[src/rtl/icache_fetch.sv]
// icache_fetch: direct-mapped read-only I-cache between PC and imem.
// Ports: clk, rst_n, pc_addr->inst/hit, flush, mem_req/addr/ack/data.
// Optional ICACHE_STATS_EN adds hit_count/miss_count outputs.
module icache_fetch #(
  parameter int NUM_LINES  = 16,
  parameter int LINE_WORDS = 4
) (
  input  logic        clk,
  input  logic        rst_n,
  input  logic [15:0] pc_addr,
  output logic [15:0] inst,
  output logic        hit,
  input  logic        flush,
  output logic        mem_req,
  output logic [15:0] mem_addr,
  input  logic        mem_ack,
  input  logic [15:0] mem_data
`ifdef ICACHE_STATS_EN
  ,
  output logic [15:0] hit_count,
  output logic [15:0] miss_count
`endif
);

  localparam int OFF = $clog2(LINE_WORDS);
  localparam int IDX = $clog2(NUM_LINES);
  localparam int TAG = 16 - IDX - OFF;
  localparam int LB  = 16 - OFF;

  typedef enum logic {LOOKUP, FILL} state_t;

  state_t state_q, state_d;

  logic [NUM_LINES-1:0] valid_q;
  logic [TAG-1:0]       tag_q  [NUM_LINES];
  logic [15:0]          data_q [NUM_LINES][LINE_WORDS];

  logic [IDX-1:0] lk_idx;
  logic [TAG-1:0] lk_tag;
  logic [OFF-1:0] lk_off;
  logic [LB-1:0]  fill_q;
  logic [IDX-1:0] f_idx;
  logic [OFF-1:0] beat_q;
  logic [OFF-1:0] beat_nx;
  logic           lk_hit;
  logic           miss;
  logic           take;
  logic           last;

  assign lk_idx  = pc_addr[OFF +: IDX];
  assign lk_tag  = pc_addr[15 -: TAG];
  assign lk_off  = pc_addr[OFF-1:0];
  assign f_idx   = fill_q[IDX-1:0];
  assign beat_nx = beat_q + 1'b1;
  assign last    = &beat_q;

  assign lk_hit = valid_q[lk_idx]
               && (tag_q[lk_idx] == lk_tag)
               && !flush;

  assign miss = (state_q == LOOKUP)
             && !flush && !lk_hit;

  // A flush aborts the fill, so the
  // beat that arrives with it is dropped.
  assign take = (state_q == FILL)
             && mem_ack && !flush;

  always_comb begin
    state_d = state_q;
    hit     = 1'b0;
    inst    = 16'h0000;
    unique case (state_q)
      LOOKUP: begin
        hit = lk_hit;
        if (lk_hit)
          inst = data_q[lk_idx][lk_off];
        if (miss)
          state_d = FILL;
      end
      FILL: begin
        if (flush)
          state_d = LOOKUP;
        else if (take && last)
          state_d = LOOKUP;
      end
      default: state_d = LOOKUP;
    endcase
  end

  always_ff @(posedge clk or negedge rst_n) begin
    if (!rst_n) begin
      state_q  <= LOOKUP;
      valid_q  <= '0;
      beat_q   <= '0;
      fill_q   <= '0;
      mem_req  <= 1'b0;
      mem_addr <= 16'h0000;
    end else begin
      state_q <= state_d;
      if (flush) begin
        valid_q  <= '0;
        beat_q   <= '0;
        mem_req  <= 1'b0;
        mem_addr <= 16'h0000;
      end else if (miss) begin
        // Old contents of the victim line are
        // dead from the first fill beat on.
        valid_q[lk_idx] <= 1'b0;
        fill_q   <= pc_addr[15:OFF];
        beat_q   <= '0;
        mem_req  <= 1'b1;
        mem_addr <= {pc_addr[15:OFF],
                     {OFF{1'b0}}};
      end else if (take) begin
        beat_q <= beat_nx;
        if (last) begin
          valid_q[f_idx] <= 1'b1;
          mem_req  <= 1'b0;
          mem_addr <= 16'h0000;
        end else begin
          mem_addr <= {fill_q, beat_nx};
        end
      end
    end
  end

  always_ff @(posedge clk) begin
    if (take) begin
      data_q[f_idx][beat_q] <= mem_data;
      if (last)
        tag_q[f_idx] <= fill_q[LB-1 -: TAG];
    end
  end

`ifdef ICACHE_STATS_EN
  always_ff @(posedge clk or negedge rst_n) begin
    if (!rst_n) begin
      hit_count  <= 16'h0000;
      miss_count <= 16'h0000;
    end else if (flush) begin
      hit_count  <= 16'h0000;
      miss_count <= 16'h0000;
    end else begin
      if (hit && (hit_count != 16'hFFFF))
        hit_count <= hit_count + 16'd1;
      if (miss && (miss_count != 16'hFFFF))
        miss_count <= miss_count + 16'd1;
    end
  end
`endif

endmodule

[config.mk]
export PLATFORM = sky130hd
export DESIGN_NAME = icache_fetch
export DESIGN_NICKNAME = d
export VERILOG_FILES = /design/src/rtl/icache_fetch.sv
export SDC_FILE = /design/constraint.sdc
export NUM_CORES = 1
export LEC_CHECK = 0
export CAP_MARGIN = 10
export CELL_PAD_IN_SITES_DETAIL_PLACEMENT = 0
export CELL_PAD_IN_SITES_GLOBAL_PLACEMENT = 2
export CORE_MARGIN = 5
export CORE_UTILIZATION = 48
export CTS_CLUSTER_DIAMETER = 40
export DETAILED_ROUTE_END_ITERATION = 8
export DONT_BUFFER_PORTS = 1
export PLACE_DENSITY = 0.83
export REMOVE_ABC_BUFFERS = 1
export SLEW_MARGIN = 20
export SYNTH_ARGS = -nofsm -noshare
export SYNTH_HDL_FRONTEND = slang
export SYNTH_SLANG_ARGS = --single-unit
[constraint.sdc]
create_clock -name clk -period 5.33 [get_ports clk]
set_input_delay 0.533 -clock clk [delete_from_list [all_inputs] [get_ports clk]]
set_output_delay 0.533 -clock clk [all_outputs]
set_load 0.01 [all_outputs]
==> results of run 1 <==
## cell usage after synthesis, types with 5 or more instances
master and number:
a21oi_1 7, a221o_1 14, a22oi_1 11, a31o_2 15, a32o_1 16, buf_1 32, buf_2 19, buf_4 10
buf_6 7, clkbuf_1 52, dfrtp_1 49, edfxtp_1 1184, inv_1 8, mux2_2 25, mux2i_1 36, mux4_2 361
nand2_1 29, nand2b_1 7, nand3_1 9, nor2_1 78, nor2b_1 40, o21ai_0 6, o22ai_1 7, or4_1 16
xnor2_1 5, xor2_1 7
## power breakdown
group	total (mW)	switching (mW)	internal [mW]
clock network	9.98	4.04	5.94
registers	10.8	0.0959	10.7
logic	0.832	0.411	0.421
total	21.6	4.54	17.1
## registers in the layout, indices dropped and copies added, names as in the netlist
signal and flops:
beat_q 1, tag_q 160, data_q 1024, mem_req 1
valid_q 16, state_q 1, fill_q 14, mem_addr 16
## final cells by class
cell class                      instances  area share, %
Inverter                                9         0.0653
Multi-Input combinational cell        736           19.8
Clock buffer                          169           6.80
Timing Repair Buffer                   93           2.11
Clock inverter                         95           2.13
Sequential cell                      1233           66.2
Antenna cell                            1        0.00450
Tap cell                             1298           2.92
## cells by family (layout without fill, tap and decap cells)
logic type | count (synthesis) | in the layout | share of synthesized area [%]
buf+inv | 130 | 366 | 1.27
xor+xnor | 12 | 12 | 0.218
fa+ha+maj | 4 | 4 | 0.104
flops | 1233 | 1233 | 76.4
simple gates | 199 | 199 | 2.08
other cells | 0 | 1 | 0
mux | 422 | 422 | 18.2
compound gates | 99 | 99 | 1.72
## path summary, 6_finish.rpt
path | cells after the start | end | slack [ns]
worst min register to register | 1 | valid_q[13] | 0.51
worst max-delay path | 9 | inst[0] | 0.89
min in group asynchronous | 2 | valid_q[3] | 0.37
max in group asynchronous | 2 | fill_q[13] | 4.68
worst max register to register | 6 | tag_q[10][6] | 1.94
worst min-delay path | 3 | valid_q[1] | 0.13
## worst reg2reg max path, stage by stage (launching register included)
cell	delay, ns
dfrtp_1	0.32
buf_4	0.24
nand2_1	0.14
nor2_1	0.34
nand2_2	0.62
nor2_4	1.05
buf_4	0.36
## routing by layer
metal / GRT usage (%) / vias up
li1: - / 9234
met4: 6.65 / 2
met1: 28.8 / 12109
met3: 4.68 / 193
met2: 35.8 / 1058
met5: 0 / -
## metrics by stage
step	hold slack [ns]	power (mW)	cell area (um^2)	setup WS, ns	util, %
floorplan	0.237	11.4	47600	1.10	-
global placement	0.239	11.6	49800	1.14	49.9
detailed placement	0.239	11.6	50000	1.17	50.1
CTS	0.0205	21.8	55600	0.851	55.6
global route	0.0876	22.3	55600	0.682	55.7
finish	0.125	21.6	55600	0.887	55.7
==> flow_metrics.env, run 1 <==
export IMPL_portBuffers=0
export IMPL_grt_usage_pct=21.5
export IMPL_core_area_um2=99900
export IMPL_clockBufferDepth=3
export IMPL_slew_headroom_pct=22.6
export IMPL_start_util_pct=48.2
export IMPL_netlist_instances=2099
export IMPL_critPathArrivalTime_ns=3.91
export IMPL_hold_class="in -> reg"
export IMPL_overflow=0
export IMPL_grt_pass1_wl_mm=166
export IMPL_grt_max_degree=313
export IMPL_drc=0
export IMPL_post_cts_setup_buffer_count=0
export IMPL_synth_edff_count=1184
export IMPL_wl_met2_mm=57.2
export IMPL_cp_cell_sequence="mux4_2, mux2i_1, xor2_1, o2111ai_1, o22ai_1, nand2_1, or4_1, buf_4, nor2b_1"
export IMPL_rsz0062_at_grt="no"
export IMPL_area_growth_pct=15.4
export IMPL_dr_max_layer_used="met5"
export IMPL_fin_cells=3634
export IMPL_met3_wirelength_mm=9.26
export IMPL_postSynthAreaPerCell_um2=22.9
export IMPL_insertion_delay_ns=0.75
export IMPL_multi_input_area_um2=11000
export IMPL_antenna_found_initial=2
export IMPL_dpl_hpwl_mm=60.8
export IMPL_path_class="reg -> out"
export IMPL_numClockSinks=1233
export IMPL_die_w_um=327
export IMPL_finClkSkew_ns=0.0306
export IMPL_ir_drop_mv=0.304
export IMPL_synth_area_top_cells="edfxtp_1 74%, mux4_2 17%, dfrtp_1 2.5%, mux2i_1 0.75%, nor2_1 0.61%"
export IMPL_fin_crit_ns=4.44
export IMPL_synthArstFlopShare_pct=3.97
export IMPL_drt_total_wl_mm=113
export IMPL_worstPathRequired_ns=4.80
export IMPL_cts_tree="yes"
export IMPL_powerDensity_nw_per_um2=389
export IMPL_chipHeight_um=327
export IMPL_gp_congestion=0.823
export IMPL_netlist_area_leader_share_pct=73.8
export IMPL_synth_distinct_cells=56
export IMPL_dr_total_vias=22596
export IMPL_rows=116
export IMPL_worstMarginPinSlew_ns=1.16
export IMPL_slew_violations=0
export IMPL_fin_crit_sh_pct=83.4
export IMPL_worstHoldStart="pc_addr[5]"
export IMPL_critPathMaxStageDelay_ns=0.82
export IMPL_fill_cells=7227
export IMPL_setup_worst_path_start_class="flop"
export IMPL_end_kind="primary output"
export IMPL_mappedNetlistArea_um2=48100
export IMPL_crit_family="simple AND/OR/NAND/NOR gates"
export IMPL_max_cap_violations=0
export IMPL_leakage_nw=17.5
export IMPL_first_pass_iters=5
export IMPL_ys_ff_latch=1233
export IMPL_layout_commonest_cell="edfxtp_1"
export IMPL_yosysWarningCount=0
export IMPL_ff_latch_area_um2=36800
export IMPL_vias_per_cell=6.22
export IMPL_slowest_stage="or4_1"
export IMPL_drive_above_1_share_pct=32.7
export IMPL_postRouteAntennaNets=0
export IMPL_synth_top_flop_cell="edfxtp_1"
export IMPL_tns_ns=0
export IMPL_grt_pass1_vias=23761
export IMPL_m1WireLength_mm=43.3
export IMPL_cts_hold_buf=32
export IMPL_hold_viol=0
export IMPL_fmax_mhz=225
export IMPL_drt_iter0_markers=2430
export IMPL_crit_fanout=10
export IMPL_ios=70
export IMPL_yosysTopAreaCell="edfxtp_1"
export IMPL_setup_violations=0
export IMPL_status="finished clean"
export IMPL_cts_buffers=145
export IMPL_htreeDepth=4
export IMPL_num_nets_final=2258
export IMPL_place_inst=3337
export IMPL_root_buffer="clkbuf_16"
export IMPL_cp_startpoint="tag_q[14][1]"
export IMPL_cp_buffers_inverters=1
export IMPL_yosysSeqAreaShare_pct=76.4
export IMPL_postCtsResizedCells=0
export IMPL_die_area_um2=107000
export IMPL_mostFrequentLayoutCells="1,184 x edfxtp_1, 361 x mux4_2, 147 x clkbuf_16"
export IMPL_wl_per_cell_um=31.1
export IMPL_rr_startpoint="state_q"
export IMPL_clk_pin_slew_ns=0.06
Note: power is estimated with default switching activity, not from simulation.
==> inputs of run 2 (changes only) <==
CORE_UTILIZATION = 46   (was 48)
PLACE_DENSITY = 0.84   (was 0.83)
clock period = 3.7 ns   (was 5.33 ns; I/O delays follow)
==> run 2 against run 1 <==
Net effect:
- the run now ends with max-slew violations, negative setup slack left
- register-to-register slack got worse by 1.8 ns
- first-iteration DRC count increased by 20%
- via count is 1.2% higher
- wire length up 1.5%
- utilization decreased by 2.1 points
- cell count is 3.4% higher
- count of clock-buffer cells in the layout fell by 1
- sequential cell count unchanged
- die area is 4.2% higher
- final area up 0.11%
- total power grew 40%
- critical endpoint is now inst[14]
- largest cell class unchanged
- highest routed layer unchanged
==> flow_metrics.env, run 2 (synthesized netlist as in run 1, its figures left out) <==
export IMPL_final_setup_worst_slack_ns=-1.25
export IMPL_drive_above_1_share_pct=33.1
export IMPL_met3_wirelength_mm=9.88
export IMPL_postRouteAntennaNets=0
export IMPL_cts_tree="yes"
export IMPL_drt_iter0_markers=2917
export IMPL_dpl_hpwl_mm=61.3
export IMPL_mostFrequentLayoutCells="1,184 x edfxtp_1, 361 x mux4_2, 141 x clkbuf_16"
export IMPL_rsz0062_at_grt="yes"
export IMPL_hold_class="in -> reg"
export IMPL_ir_drop_mv=0.486
export IMPL_num_nets_final=2304
export IMPL_slew_violations=211
export IMPL_cts_buffers=138
export IMPL_root_buffer="clkbuf_16"
export IMPL_grt_pass1_wl_mm=167
export IMPL_first_pass_iters=5
export IMPL_clk_pin_slew_ns=0.06
export IMPL_hold_viol=0
export IMPL_tns_ns=-38.76
export IMPL_dr_total_vias=22866
export IMPL_max_cap_violations=0
export IMPL_rows=118
export IMPL_portBuffers=0
export IMPL_chipHeight_um=334
export IMPL_worstMarginPinSlew_ns=2.28
export IMPL_powerDensity_nw_per_um2=543
export IMPL_hold_path_depth=1
export IMPL_leakage_nw=17.6
export IMPL_grt_usage_pct=20.7
export IMPL_top_register="data_q"
export IMPL_core_area_um2=104000
export IMPL_gp_congestion=0.798
export IMPL_grt_max_degree=313
export IMPL_vias_per_cell=6.08
export IMPL_layout_commonest_cell="edfxtp_1"
export IMPL_fin_cells=3758
export IMPL_htreeDepth=4
export IMPL_failed_checks="max-slew violations, negative setup slack"
export IMPL_setup_worst_path_start_class="input pin"
export IMPL_worstPathRequired_ns=3.33
export IMPL_reg_top3="data_q x1024, tag_q x160"
export IMPL_drt_total_wl_mm=115
export IMPL_drc=0
export IMPL_critPathArrivalTime_ns=4.58
export IMPL_fin_crit_ns=4.95
export IMPL_area_growth_pct=15.6
export IMPL_numClockSinks=1233
export IMPL_die_area_um2=111000
export IMPL_status="finished with violations"
export IMPL_largest_register_ffs=1024
export IMPL_overflow=0
export IMPL_wl_per_cell_um=30.5
export IMPL_ios=70
export IMPL_post_cts_setup_buffer_count=0
export IMPL_wl_met2_mm=57.7
export IMPL_start_util_pct=46.4
export IMPL_path_class="in -> out"
export IMPL_end_kind="primary output"
export IMPL_clockBufferDepth=3
export IMPL_m1WireLength_mm=44.8
export IMPL_fin_util_pct=53.6
export IMPL_fmax_mhz=202
export IMPL_setup_violations=66
export IMPL_finClkSkew_ns=0.0237
export IMPL_fin_crit_sh_pct=134
export IMPL_grt_pass1_vias=23576
export IMPL_place_inst=3459
export IMPL_die_w_um=334
export IMPL_crit_fanout=312
export IMPL_r2r_cells=10
export IMPL_dr_max_layer_used="met5"
export IMPL_insertion_delay_ns=0.73
export IMPL_slew_headroom_pct=-52.2
export IMPL_antenna_found_initial=5
## run 2: critical path: stages
cell and delay (ns):
mux4_2 1.27, mux2i_1 0.18, xor2_1 0.18, o2111ai_1 0.14, o22ai_2 0.21, nand2_1 0.07
or4_4 0.55, buf_12 0.19, nor2b_1 0.15, buf_4 0.14
## run 2: path summary, 6_finish.rpt
path                         startpoint            end  slack (ns)
min in group asynchronous         rst_n     fill_q[13]        0.25
hold reg to reg             valid_q[13]    valid_q[13]        0.50
hold / removal             mem_data[15]  data_q[1][63]        0.04
setup reg to reg           tag_q[11][7]    mem_addr[4]        0.14
max in group asynchronous         rst_n     valid_q[8]        3.22
setup / recovery             pc_addr[3]       inst[14]       -1.25
## run 2: power breakdown
| part | total, mW | internal (mW) | switching (mW) | leakage [nW] |
|---|---|---|---|---|
| clock | 13.4 | 7.87 | 5.56 | 2.19 |
| sequential | 15.5 | 15.4 | 0.138 | 11.3 |
| combinational | 1.25 | 0.646 | 0.607 | 4.13 |
| total | 30.2 | 23.9 | 6.31 | 17.6 |
## run 2: final cells by class
| type | instances | area [um^2] |
|---|---|---|
| fillers | 7619 | 48100 |
| flip-flops and latches | 1233 | 36800 |
| multi-input cells | 736 | 11000 |
| clock buffers | 168 | 3670 |
| well taps | 1380 | 1730 |
| repair buffers | 146 | 1580 |
| clock inverters | 84 | 865 |
| inverters | 9 | 36.3 |
| diodes | 2 | 5.00 |
## run 2: metal layers
layer,global-route usage (%),up-vias
met1,28.4,12339
met4,5.05,4
met2,34.1,1041
met5,0,-
li1,-,9318
met3,4.63,164
## run 2: repair_timing
| item | CTS | global route |
|---|---|---|
| endpoints found under the setup margin | 17 | 17 |
| hold endpoints to repair | 1105 | 0 |
| resized for setup | 2 | 9 |
| hold buffers | 45 | 0 |
## run 2: per-stage QoR
| step | power [mW] | hold WS (ns) | cell area, um^2 | setup WS, ns |
|---|---|---|---|---|
| finish | 30.2 | 0.0353 | 55600 | -1.25 |
| global route | 31.1 | 0.0128 | 55600 | -0.271 |
| CTS | 30.4 | 0.00253 | 55600 | -0.163 |
| detailed placement | 16.8 | 0.0763 | 50300 | 0.242 |
| global placement | 16.8 | 0.0763 | 50300 | 0.328 |
| floorplan | 16.5 | 0.0744 | 47600 | -0.366 |
